==> config.mk <==
export PLATFORM = sky130hd
export DESIGN_NAME = bnn_run_scheduler
export DESIGN_NICKNAME = d
export VERILOG_FILES = /design/src/rtl/bnn_sched_pkg.sv /design/src/rtl/bnn_run_scheduler_watchdog.sv /design/src/rtl/bnn_run_scheduler.sv
export SDC_FILE = /design/constraint.sdc
export NUM_CORES = 1
export LEC_CHECK = 0
export ABC_AREA = 1
export CAP_MARGIN = 40
export CORE_MARGIN = 1
export CORE_UTILIZATION = 55
export CTS_BUF_LIST = sky130_fd_sc_hd__clkbuf_4
export CTS_CLUSTER_DIAMETER = 100
export CTS_CLUSTER_SIZE = 24
export DETAILED_ROUTE_END_ITERATION = 12
export GPL_TIMING_DRIVEN = 0
export PLACE_DENSITY = 0.95
export SYNTH_ARGS = -nofsm -noshare
export SYNTH_HDL_FRONTEND = slang
export SYNTH_SLANG_ARGS = --single-unit
==> constraint.sdc <==
create_clock -name clk -period 2.8 [get_ports clk]
set_clock_uncertainty 0.15 [all_clocks]
set_input_delay 0.56 -clock clk [delete_from_list [all_inputs] [get_ports clk]]
set_output_delay 0.56 -clock clk [all_outputs]
set_load 0.05 [all_outputs]
==> src/rtl/bnn_sched_pkg.sv <==
// Shared types and defaults for the BNN run scheduler.
// State codes are visible on state_o, so their values are fixed.
package bnn_sched_pkg;

  typedef enum logic [2:0] {
    IDLE  = 3'd0,
    ARM   = 3'd1,
    RUN   = 3'd2,
    HOLD  = 3'd3,
    CLEAR = 3'd4,
    ERROR = 3'd5
  } sched_state_t;

  localparam int unsigned TIMEOUT_CYCLES_DEF = 4096;
  localparam int unsigned CLEAR_CYCLES_DEF   = 2;
  localparam int unsigned LATENCY_W          = 16;

  function automatic logic [LATENCY_W-1:0] sat_inc(input logic [LATENCY_W-1:0] v);
    return (v == '1) ? v : v + 1'b1;
  endfunction

endpackage

==> src/rtl/bnn_run_scheduler_watchdog.sv <==
// Stall watchdog: counts enabled cycles since the last restart and flags
// expiry once the count reaches LIMIT-1.
module sched_watchdog #(
  parameter int unsigned LIMIT = 4096
) (
  input  logic clk,
  input  logic rst_n,
  input  logic restart,
  input  logic count_en,
  output logic expired
);

  localparam int unsigned CNT_W = $clog2(LIMIT);
  localparam logic [CNT_W-1:0] LAST = CNT_W'(LIMIT - 1);

  logic [CNT_W-1:0] cnt_q, cnt_d;

  always_comb begin
    cnt_d = cnt_q;
    if (restart) begin
      cnt_d = '0;
    end else if (count_en && (cnt_q != LAST)) begin
      cnt_d = cnt_q + 1'b1;
    end
  end

  always_ff @(posedge clk or negedge rst_n) begin
    if (!rst_n) begin
      cnt_q <= '0;
    end else begin
      cnt_q <= cnt_d;
    end
  end

  assign expired = count_en && (cnt_q == LAST);

endmodule

==> src/rtl/bnn_run_scheduler.sv <==
// Sequences one BNN inference per request with watchdog and result handshake.
// Optional latency counter enabled by defining BNN_SCHED_PERF_CNT_EN.
module bnn_run_scheduler
  import bnn_sched_pkg::*;
#(
  parameter int unsigned TIMEOUT_CYCLES = TIMEOUT_CYCLES_DEF,
  parameter int unsigned CLEAR_CYCLES   = CLEAR_CYCLES_DEF,
  parameter int unsigned RUN_CNT_W      = 8
) (
  input  logic                 clk,
  input  logic                 rst_n,
  input  logic                 start_req,
  input  logic                 abort,
  input  logic                 buffer_full,
  input  logic                 result_ready,
  input  logic [3:0]           result_in,
  input  logic                 result_ack,
  output logic                 bnn_enable,
  output logic                 bnn_clear,
  output logic                 busy,
  output logic [3:0]           result_out,
  output logic                 result_valid,
  output logic                 timeout_err,
  output logic [2:0]           state_o,
  output logic [RUN_CNT_W-1:0] run_count,
  output logic [LATENCY_W-1:0] last_latency
);

  localparam int unsigned CLR_W = (CLEAR_CYCLES > 1) ? $clog2(CLEAR_CYCLES) : 1;
  localparam logic [CLR_W-1:0] CLR_LAST = CLR_W'(CLEAR_CYCLES - 1);

  sched_state_t         state_q, state_d;
  logic                 arm_first_q, arm_first_d;
  logic [CLR_W-1:0]     clr_cnt_q, clr_cnt_d;
  logic                 busy_q, en_q, clr_q, rv_q;
  logic                 terr_q, terr_d;
  logic [3:0]           res_q, res_d;
  logic [RUN_CNT_W-1:0] run_cnt_q, run_cnt_d;
  logic                 take_result, count_run;
  logic                 wd_restart, wd_count_en, wd_expired;

  assign wd_restart  = (state_d != state_q);
  assign wd_count_en = (state_q == ARM) || (state_q == RUN);

  sched_watchdog #(
    .LIMIT(TIMEOUT_CYCLES)
  ) u_watchdog (
    .clk     (clk),
    .rst_n   (rst_n),
    .restart (wd_restart),
    .count_en(wd_count_en),
    .expired (wd_expired)
  );

  // The first ARM cycle ignores buffer_full so a stale full flag from the
  // previous frame is never trusted; a fresh run therefore arms for 2 cycles.
  always_comb begin
    state_d     = state_q;
    take_result = 1'b0;
    count_run   = 1'b0;
    unique case (state_q)
      IDLE: begin
        if (start_req) state_d = ARM;
      end
      ARM: begin
        if (abort)                             state_d = CLEAR;
        else if (buffer_full && !arm_first_q)  state_d = RUN;
        else if (wd_expired)                   state_d = ERROR;
      end
      RUN: begin
        if (abort) begin
          state_d = CLEAR;
        end else if (result_ready) begin
          state_d     = HOLD;
          take_result = 1'b1;
        end else if (wd_expired) begin
          state_d = ERROR;
        end
      end
      HOLD: begin
        if (abort) begin
          state_d = CLEAR;
        end else if (result_ack) begin
          state_d   = CLEAR;
          count_run = 1'b1;
        end
      end
      CLEAR: begin
        if (clr_cnt_q == CLR_LAST) state_d = IDLE;
      end
      ERROR: begin
        state_d = CLEAR;
      end
      default: begin
        state_d = IDLE;
      end
    endcase
  end

  always_comb begin
    arm_first_d = (state_d == ARM) && (state_q != ARM);
    clr_cnt_d   = ((state_q == CLEAR) && (state_d == CLEAR)) ? clr_cnt_q + 1'b1 : '0;

    terr_d = terr_q;
    if ((state_d == ERROR) && (state_q != ERROR)) begin
      terr_d = 1'b1;
    end else if ((state_q == IDLE) && (state_d == ARM)) begin
      terr_d = 1'b0;
    end

    res_d     = take_result ? result_in : res_q;
    run_cnt_d = count_run ? run_cnt_q + 1'b1 : run_cnt_q;
  end

  // Output flags are decoded from the next state so they are registered
  // yet line up with the state they describe.
  always_ff @(posedge clk or negedge rst_n) begin
    if (!rst_n) begin
      state_q     <= IDLE;
      arm_first_q <= 1'b0;
      clr_cnt_q   <= '0;
      busy_q      <= 1'b0;
      en_q        <= 1'b0;
      clr_q       <= 1'b0;
      rv_q        <= 1'b0;
      terr_q      <= 1'b0;
      res_q       <= '0;
      run_cnt_q   <= '0;
    end else begin
      state_q     <= state_d;
      arm_first_q <= arm_first_d;
      clr_cnt_q   <= clr_cnt_d;
      busy_q      <= (state_d != IDLE);
      en_q        <= (state_d == RUN);
      clr_q       <= (state_d == CLEAR);
      rv_q        <= (state_d == HOLD);
      terr_q      <= terr_d;
      res_q       <= res_d;
      run_cnt_q   <= run_cnt_d;
    end
  end

`ifdef BNN_SCHED_PERF_CNT_EN
  logic [LATENCY_W-1:0] lat_cnt_q, lat_cnt_d;
  logic [LATENCY_W-1:0] last_lat_q, last_lat_d;

  always_comb begin
    lat_cnt_d = lat_cnt_q;
    if ((state_d == RUN) && (state_q != RUN)) begin
      lat_cnt_d = '0;
    end else if (state_q == RUN) begin
      lat_cnt_d = sat_inc(lat_cnt_q);
    end
    last_lat_d = take_result ? lat_cnt_q : last_lat_q;
  end

  always_ff @(posedge clk or negedge rst_n) begin
    if (!rst_n) begin
      lat_cnt_q  <= '0;
      last_lat_q <= '0;
    end else begin
      lat_cnt_q  <= lat_cnt_d;
      last_lat_q <= last_lat_d;
    end
  end

  assign last_latency = last_lat_q;
`else
  assign last_latency = '0;
`endif

  assign bnn_enable   = en_q;
  assign bnn_clear    = clr_q;
  assign busy         = busy_q;
  assign result_out   = res_q;
  assign result_valid = rv_q;
  assign timeout_err  = terr_q;
  assign state_o      = state_q;
  assign run_count    = run_cnt_q;

endmodule
Word-level counts from Yosys, hierarchy flattened
Index checks and enable logic that the tools add are counted.
- add/sub/neg operators: 3
- equal/unequal tests: 15
- muxes and demuxes: 21
- reductions and logical operators: 13
- operators by type and width (cell ; count):
    $mux 3 ; 9
    $mux 12 ; 2
    $pmux 3 s6 ; 1
    $add 12x1->12 const B ; 1
    $eq 12x12->1 const B ; 1
    $eq 3x2->1 const B ; 4
    $eq 3x3->1 const B ; 4
    $ne 12x12->1 const B ; 1
    $mux 1 ; 9
    $add 8x1->8 const B ; 1
    $logic_and 1x1->1 ; 7
    $eq 3x1->1 const B ; 2
    $reduce_bool 2->1 ; 2
    $logic_not 3->1 ; 1
    $ne 3x1->1 const B ; 1
    $ne 3x3->1 ; 1
    $ne 3x3->1 const B ; 1
    $reduce_bool 3->1 ; 1
    $add 1x1->1 const B ; 1
    $logic_not 1->1 ; 1
    $logic_or 1x1->1 ; 1
- flip-flop bits (word level): 34
- input port bits: 11
- output and inout bits: 36
- word-level logic and storage cells: 63

Logic depth before layout (Yosys ltp)
Gate-level depths: netlist (run 1).
- depth in word-level cells: 11
- depth in mapped cells: 14
- mapped depth without buffers: 13

Hierarchy
A second synthesis (run 1) with hierarchy kept.
- cells, all modules: 260
- area total of the unflattened synthesis: 2035.7 sq um
- by module, submodules not included (module ; times used ; cells each ; area each (sq um) ; sequential area each (sq um)):
    bnn_run_scheduler ; 1 ; 148 ; 1251.2 ; 550.5
    sched_watchdog ; 1 ; 112 ; 784.5 ; 300.3

Least setup slack after synthesis (run 1)
OpenSTA, ideal clock, no wires.
- path type: reg-to-reg
- start: register state_q[1], in the netlist state_o[1]
- end: register run_cnt_q[7], in the netlist run_count[7]
- setup time: 0.140 ns
- arrival: 1.815 ns
- data required time: 2.510 ns
- path slack: 0.695 ns
- stages on the path, launching flop included: 10
- path buffers: 1
- clock period less this slack: 2.105 ns
- cells stage by stage: dfrtp_1 buf_6 nand3_1 nor2_2 nand2_1 nor2_1 nand3_1 nor2_1 nand2_1 xnor2_1
- cells in the longest elaborated chain, start to end: 2
- RTL lines (item ; line ; source):
    start, declared ; bnn_run_scheduler.sv:32 ; sched_state_t state_q, state_d;
    start signal, assigned ; bnn_run_scheduler.sv:130 ; state_q <= state_d;
    $eq 3x2->1 ; bnn_run_scheduler.sv:61 ; unique case (state_q)
    $mux 1 ; bnn_run_scheduler.sv:61 ;
    end signal, assigned ; bnn_run_scheduler.sv:139 ; run_cnt_q <= run_cnt_d;
    end, declared ; bnn_run_scheduler.sv:38 ; logic [RUN_CNT_W-1:0] run_cnt_q, run_cnt_d;
Every way passes these cells.
A chain may end at the register's enable or synchronous reset.

Worst setup path in the final report (run 1)
- start: register state_q[0], in the netlist state_o[0]
- end: output port state_o[0]
- RTL lines (item ; line ; source):
    end, declared ; bnn_run_scheduler.sv:24 ; output logic [2:0] state_o,
No word-level cell between the ends.

==> results of run 1 <==
## area by class of cell
type	count	area (µm²)
buffer	18	143
tap	44	55.1
timing repair buffer	30	295
clock buffer	7	52.6
multi-input combinational	148	838
sequential	34	851
inverter	28	105
fill	243	813
## routing by layer
| layer | track usage | part of all wire | vias to the layer above |
|---|---|---|---|
| li1 | - | - | 732 |
| met1 | 0.269 | 0.43 | 675 |
| met2 | 0.370 | 0.51 | 32 |
| met3 | 0.0576 | 0.041 | 6 |
| met4 | 0.0779 | 0.017 | 0 |
| met5 | 0 | 0 | - |
## cells by family after synthesis
group	Yosys count	synth area share
flops	34	0.452
simple gates	105	0.285
fa+ha+maj	2	0.0133
buf+inv	46	0.132
other cells	1	0.00199
xor+xnor	15	0.0699
compound gates	5	0.0153
mux	5	0.0299
## metrics by stage
step	setup slack, ps	std cells
4_1_cts	422	309
2_1_floorplan	695	228
3_3_place_gp	363	302
3_5_place_dp	456	302
5_1_grt	371	309
6_report	426	309
## where the power goes
group          switching (mW)  leakage, nW  total, mW  internal (mW)
clock network           0.152       0.0322      0.267          0.114
registers              0.0647        0.454      0.635          0.570
logic                   0.627        0.709      0.925          0.298
total                   0.844         1.19       1.83          0.982
## how the worst max path moves through the flow
stage	startpoint	to	slack, ps	depth (start not counted)
6_report	state_o[0]	state_o[0]	430	1
5_1_grt	state_o[0]	state_o[0]	370	1
4_1_cts	state_o[0]	state_o[0]	420	1
3_5_place_dp	result_ack	run_count[6]	460	8
3_3_place_gp	rst_n	result_out[0]	360	1
2_1_floorplan	state_o[1]	run_count[7]	690	9
## cell usage in the layout, fill, tap and decap left out
master,count
dfrtp_1,34
xnor2_1,3
nand2_1,41
clkdlybuf4s50_1,29
nor2_1,16
ha_1,2
o21ai_0,2
nand2_2,6
inv_2,5
nor2_2,12
inv_1,23
nor3_2,1
buf_6,2
nand3_2,2
and3_1,1
buf_2,1
nor2_4,1
buf_4,16
xor2_1,12
nor3_1,2
o21ai_2,1
mux2_2,5
nand3_1,17
nand4_4,1
nor3_4,1
a21oi_1,2
conb_1,16
clkbuf_4,7
nand4_1,3
nand2_4,1
## state kept, by name, indices dropped and copies added, names as in the netlist
signal,flops
bnn_enable,1
result_valid,1
u_watchdog.cnt_q,12
result_out,4
busy,1
run_count,8
clr_cnt_q,1
state_o,3
bnn_clear,1
timeout_err,1
arm_first_q,1
==> flow_summary.toml, run 1 <==
[logic_synthesis]
synthTopCellsByArea = "dfrtp_1 (45%), nand2_1 (8.2%), buf_4 (6.4%)"
ys_warn_count = 0
syn_area_um2 = 1880
ys_async_sr_fraction = 1.00
synth_cells = 213
synth_top_area_frac = 0.452
yosys_most_used_dff = "dfrtp_1"
ys_types = 27
synth_edf_count = 0
syn_area_per_cell_um2 = 8.83
ys_seq_area_frac = 0.452
ys_ff_latch = 34
synth.largest_area_cell = "dfrtp_1"
synth.most_common_cell = "nand2_1"
yosys-top-cells-count = "nand2_1 (41), dfrtp_1 (34), inv_1 (23), nand3_1 (17)"

[global_route]
grt_pass1_wl_mm = 5.78
overflow = 0
grt_pass1_vias = 1338
antenna_found_initial = 0
grt_max_degree = 35
grt_use_total = 0.218

[floorplan]
die_x_um = 60.5
core_area_um2 = 3150
ios = 47
rows = 20
initial_core_util = 0.596
die_y_um = 60.5
die_area_um2 = 3660

[power_and_ir_drop]
p_total_mw = 1.83
total_leakage_power_nw = 1.19
powerDensity_nw_per_um2 = 781
ir_worst_vdd_uv = 688

[setup_path]
crit_path_end_kind = "primary output"
cp_cell_sequence = "clkdlybuf4s50_1"
path_delay_family = "buffers and inverters"
worstRegToRegCells = 13
rrSetupSlack_ps = 750
worstPathRequired_ps = 2090
crit_slowest_cell = "clkdlybuf4s50_1"
crit_buf_inv = 1
r2r-start = "u_watchdog.cnt_q[0]"
r2r-end = "u_watchdog.cnt_q[1]"
critPathLaunchType = "register"
arrival_ps = 1660
cp_max_fo = 8
critical_path_class = "reg2out"
slowest_delay_ps = 850

[timing]
finalCritPeriodShare = 0.848
setup_tns_ps = 0
rsz0062_at_grt = "false"
setup_viol = 0
whs_ps = 116
timing.final.max_slew_violations = 0
min_period_ps = 2370
tightestPinTransition_ps = 722
slew_headroom = 0.519
hold_viol = 0
fmax_mhz = 421

[cts]
htreeDepth = 2
cts_hold_buf = 0
clock_latency_ps = 340
ctsResizeCount = 0
cts_buffer_depth = 2
cts_num_sinks = 34
cts_tree = "built"
cts_made_buffers = 5
root_buffer = "clkbuf_4"
post_cts_buffers = 0
cts.clk_slew.worst_paths_ps = 110

[placement]
place.gp.congestion = 0.873
dpl-instance-area_um2 = 2290
hpwl_mm = 2.60
io_buffers = 30

[finish]
layout-drive-gt1-share = 0.234
layout.nets = 278
antenna_cells = 0
syn2layout_area_growth_pct = 24.4
post-route-cell-area_um2 = 2340
final_util = 0.742

[status]
status = "completed"

[routing]
route.detailed.drc = 0
wl_mm = 3.32
viasPerCell = 4.68
antenna_left = 0
first_iter_violations = 38
avgRoutedWirePerCell_um = 10.7
drtPass1Iterations = 4
vias = 1445

[flow_run]
max-cap-violations = 0

[hold_path]
min_path_type = "in2async"
Power figures use the tool's default switching activity.
==> run 2: changes to the inputs <==
--- a/config.mk
+++ b/config.mk
@@ -8,13 +8,13 @@
 export ABC_AREA = 1
 export CAP_MARGIN = 40
 export CORE_MARGIN = 1
-export CORE_UTILIZATION = 55
+export CORE_UTILIZATION = 51
 export CTS_BUF_LIST = sky130_fd_sc_hd__clkbuf_4
 export CTS_CLUSTER_DIAMETER = 100
 export CTS_CLUSTER_SIZE = 24
 export DETAILED_ROUTE_END_ITERATION = 12
 export GPL_TIMING_DRIVEN = 0
-export PLACE_DENSITY = 0.95
+export PLACE_DENSITY = 0.9
 export SYNTH_ARGS = -nofsm -noshare
 export SYNTH_HDL_FRONTEND = slang
 export SYNTH_SLANG_ARGS = --single-unit
==> constraint.sdc (replaced) <==
create_clock -name clk -period 2.4 [get_ports clk]
set_clock_uncertainty 0.15 [all_clocks]
set_input_delay 0.48 -clock clk [delete_from_list [all_inputs] [get_ports clk]]
set_output_delay 0.48 -clock clk [all_outputs]
set_load 0.05 [all_outputs]
==> flow_summary.toml, run 2 (synthesis gave the netlist of run 1 again) <==
[power_and_ir_drop]
p_sw_frac = 0.449
pwr-share-comb = 0.484
clkPwrFrac = 0.183
powerDensity_nw_per_um2 = 941
p_int_mw = 1.23
p_switching_mw = 1.00
ir_worst_vdd_uv = 682
total_leakage_power_nw = 1.21
p_seq_frac = 0.333
p_total_mw = 2.23

[cts]
root_buffer = "clkbuf_4"
cts_hold_buf = 0
clock_latency_ps = 340
cts.clk_slew.worst_paths_ps = 100
cts_tree = "built"
ctsResizeCount = 0
cts_buffer_depth = 2
htreeDepth = 2
post_cts_buffers = 0
cts_made_buffers = 5
cts_num_sinks = 34

[routing]
wl_mm = 3.15
route.detailed.drc = 0
first_iter_violations = 35
avgRoutedWirePerCell_um = 10.1
drtPass1Iterations = 4
vias = 1441
antenna_left = 0
viasPerCell = 4.62

[setup_path]
arrival_ps = 1700
critical_path_class = "reg2out"
path_delay_family = "buffers and inverters"
cp_cell_sequence = "clkdlybuf4s50_1"
crit_slowest_cell = "clkdlybuf4s50_1"
crit_buf_inv = 1
worstPathRequired_ps = 1770
critPathLaunchType = "register"
crit_path_end_kind = "primary output"
slowest_delay_ps = 860
rrSetupSlack_ps = 340
cp_max_fo = 8

[timing]
setup_tns_ps = 0
setup_viol = 0
min_period_ps = 2330
finalCritPeriodShare = 0.970
fmax_mhz = 430
slew_headroom = 0.496
hold_viol = 0
rsz0062_at_grt = "false"
timing.final.max_slew_violations = 0
whs_ps = 47.3
tightestPinTransition_ps = 756

[global_route]
grt_use_total = 0.183
grt_pass1_vias = 1345
overflow = 0
antenna_found_initial = 0
grt_max_degree = 35
grt_pass1_wl_mm = 5.58

[hold_path]
min_path_type = "in2async"

[finish]
seq_area_um2 = 851
n_fill_cell = 277
final_common_cell = "nand2_1"
layout.nets = 278
final_util = 0.688
antenna_cells = 0
layout-drive-gt1-share = 0.237
regMostFlops = "u_watchdog.cnt_q"
multi_input_area_um2 = 838
mostFrequentLayoutCells = "nand2_1 (41), dfrtp_1 (34), clkdlybuf4s50_1 (29), inv_1 (23), nand3_1 (17)"
syn2layout_area_growth_pct = 25.9
largest_reg_flops = 12

[floorplan]
die_x_um = 62.7
core_area_um2 = 3440
initial_core_util = 0.546
die_area_um2 = 3930
ios = 47
die_y_um = 62.7
rows = 21

[placement]
hpwl_mm = 2.40
io_buffers = 30
place.gp.congestion = 0.891

[status]
status = "completed"

[flow_run]
max-cap-violations = 0
==> run 2: changes by cell type in the layout (fill, tap and decap cells not counted), sizes merged <==
cell | previous run | this run
bufinv | 0 | 1
clkinv | 0 | 2
clkbuf | 7 | 5
==> run 2: final timing paths <==
check	start	cells after the start	end
max in group asynchronous	rst_n	1	u_watchdog.cnt_q[5]
min	rst_n	1	result_out[0]
min reg2reg	clr_cnt_q	1	clr_cnt_q
max reg2reg	state_o[0]	13	u_watchdog.cnt_q[7]
max	state_o[0]	1	state_o[0]
min in group clk	clr_cnt_q	1	clr_cnt_q
==> run 2: layout make-up <==
cell class	instances	area share
Multi-Input combinational cell	148	0.354
Sequential cell	34	0.359
Tap cell	46	0.0243
Clock inverter	3	0.0169
Buffer	18	0.0603
Inverter	28	0.0444
Clock buffer	5	0.0159
Timing Repair Buffer	30	0.125
==> run 2: metal layers <==
| metal | global-route usage | share of wire | vias up |
|---|---|---|---|
| met3 | 0.0620 | 0.049 | 9 |
| met4 | 0.0930 | 0.022 | 0 |
| li1 | - | - | 734 |
| met5 | 0 | 0 | - |
| met2 | 0.291 | 0.48 | 46 |
| met1 | 0.221 | 0.45 | 652 |
==> run 2: power by group through the flow <==
stage	Clock (mW)	Sequential [mW]	Combinational (mW)
after floorplan	0	1.01	0.544
after global routing	0.445	0.755	1.16
after detailed placement	0	0.755	1.08
after global placement	0	0.748	1.06
final	0.407	0.742	1.08
after CTS	0.425	0.743	1.09
==> run 2: worst reg2reg max path: stages, from the launching register on <==
cell and delay [ps]:
dfrtp_1 480, nor2_1 260, nand2_2 130, nand2_2 100
nand3_2 90, nand2_1 70, nand2_1 50, nand2_1 60
nand2_2 70, nand2_4 90, nand2_1 70, nand3_2 100
buf_6 180, nor2_2 50
==> run 2: through the flow <==
stage | instances | worst slack, ps | cell area, µm²
detailed placement | 304 | 106 | 2290
floorplan | 228 | 295 | 1940
global placement | 304 | 40.4 | 2290
finish | 312 | 71.8 | 2370
CTS | 312 | 56.8 | 2370
global route | 312 | 14.4 | 2370
==> run 3: changes to the inputs <==
--- a/config.mk
+++ b/config.mk
@@ -11,7 +11,6 @@
 export CORE_UTILIZATION = 51
 export CTS_BUF_LIST = sky130_fd_sc_hd__clkbuf_4
 export CTS_CLUSTER_DIAMETER = 100
-export CTS_CLUSTER_SIZE = 24
 export DETAILED_ROUTE_END_ITERATION = 12
 export GPL_TIMING_DRIVEN = 0
 export PLACE_DENSITY = 0.9
==> results of run 3 <==
Same layout as run 2: the final DEF is identical, and so are final timing and power.
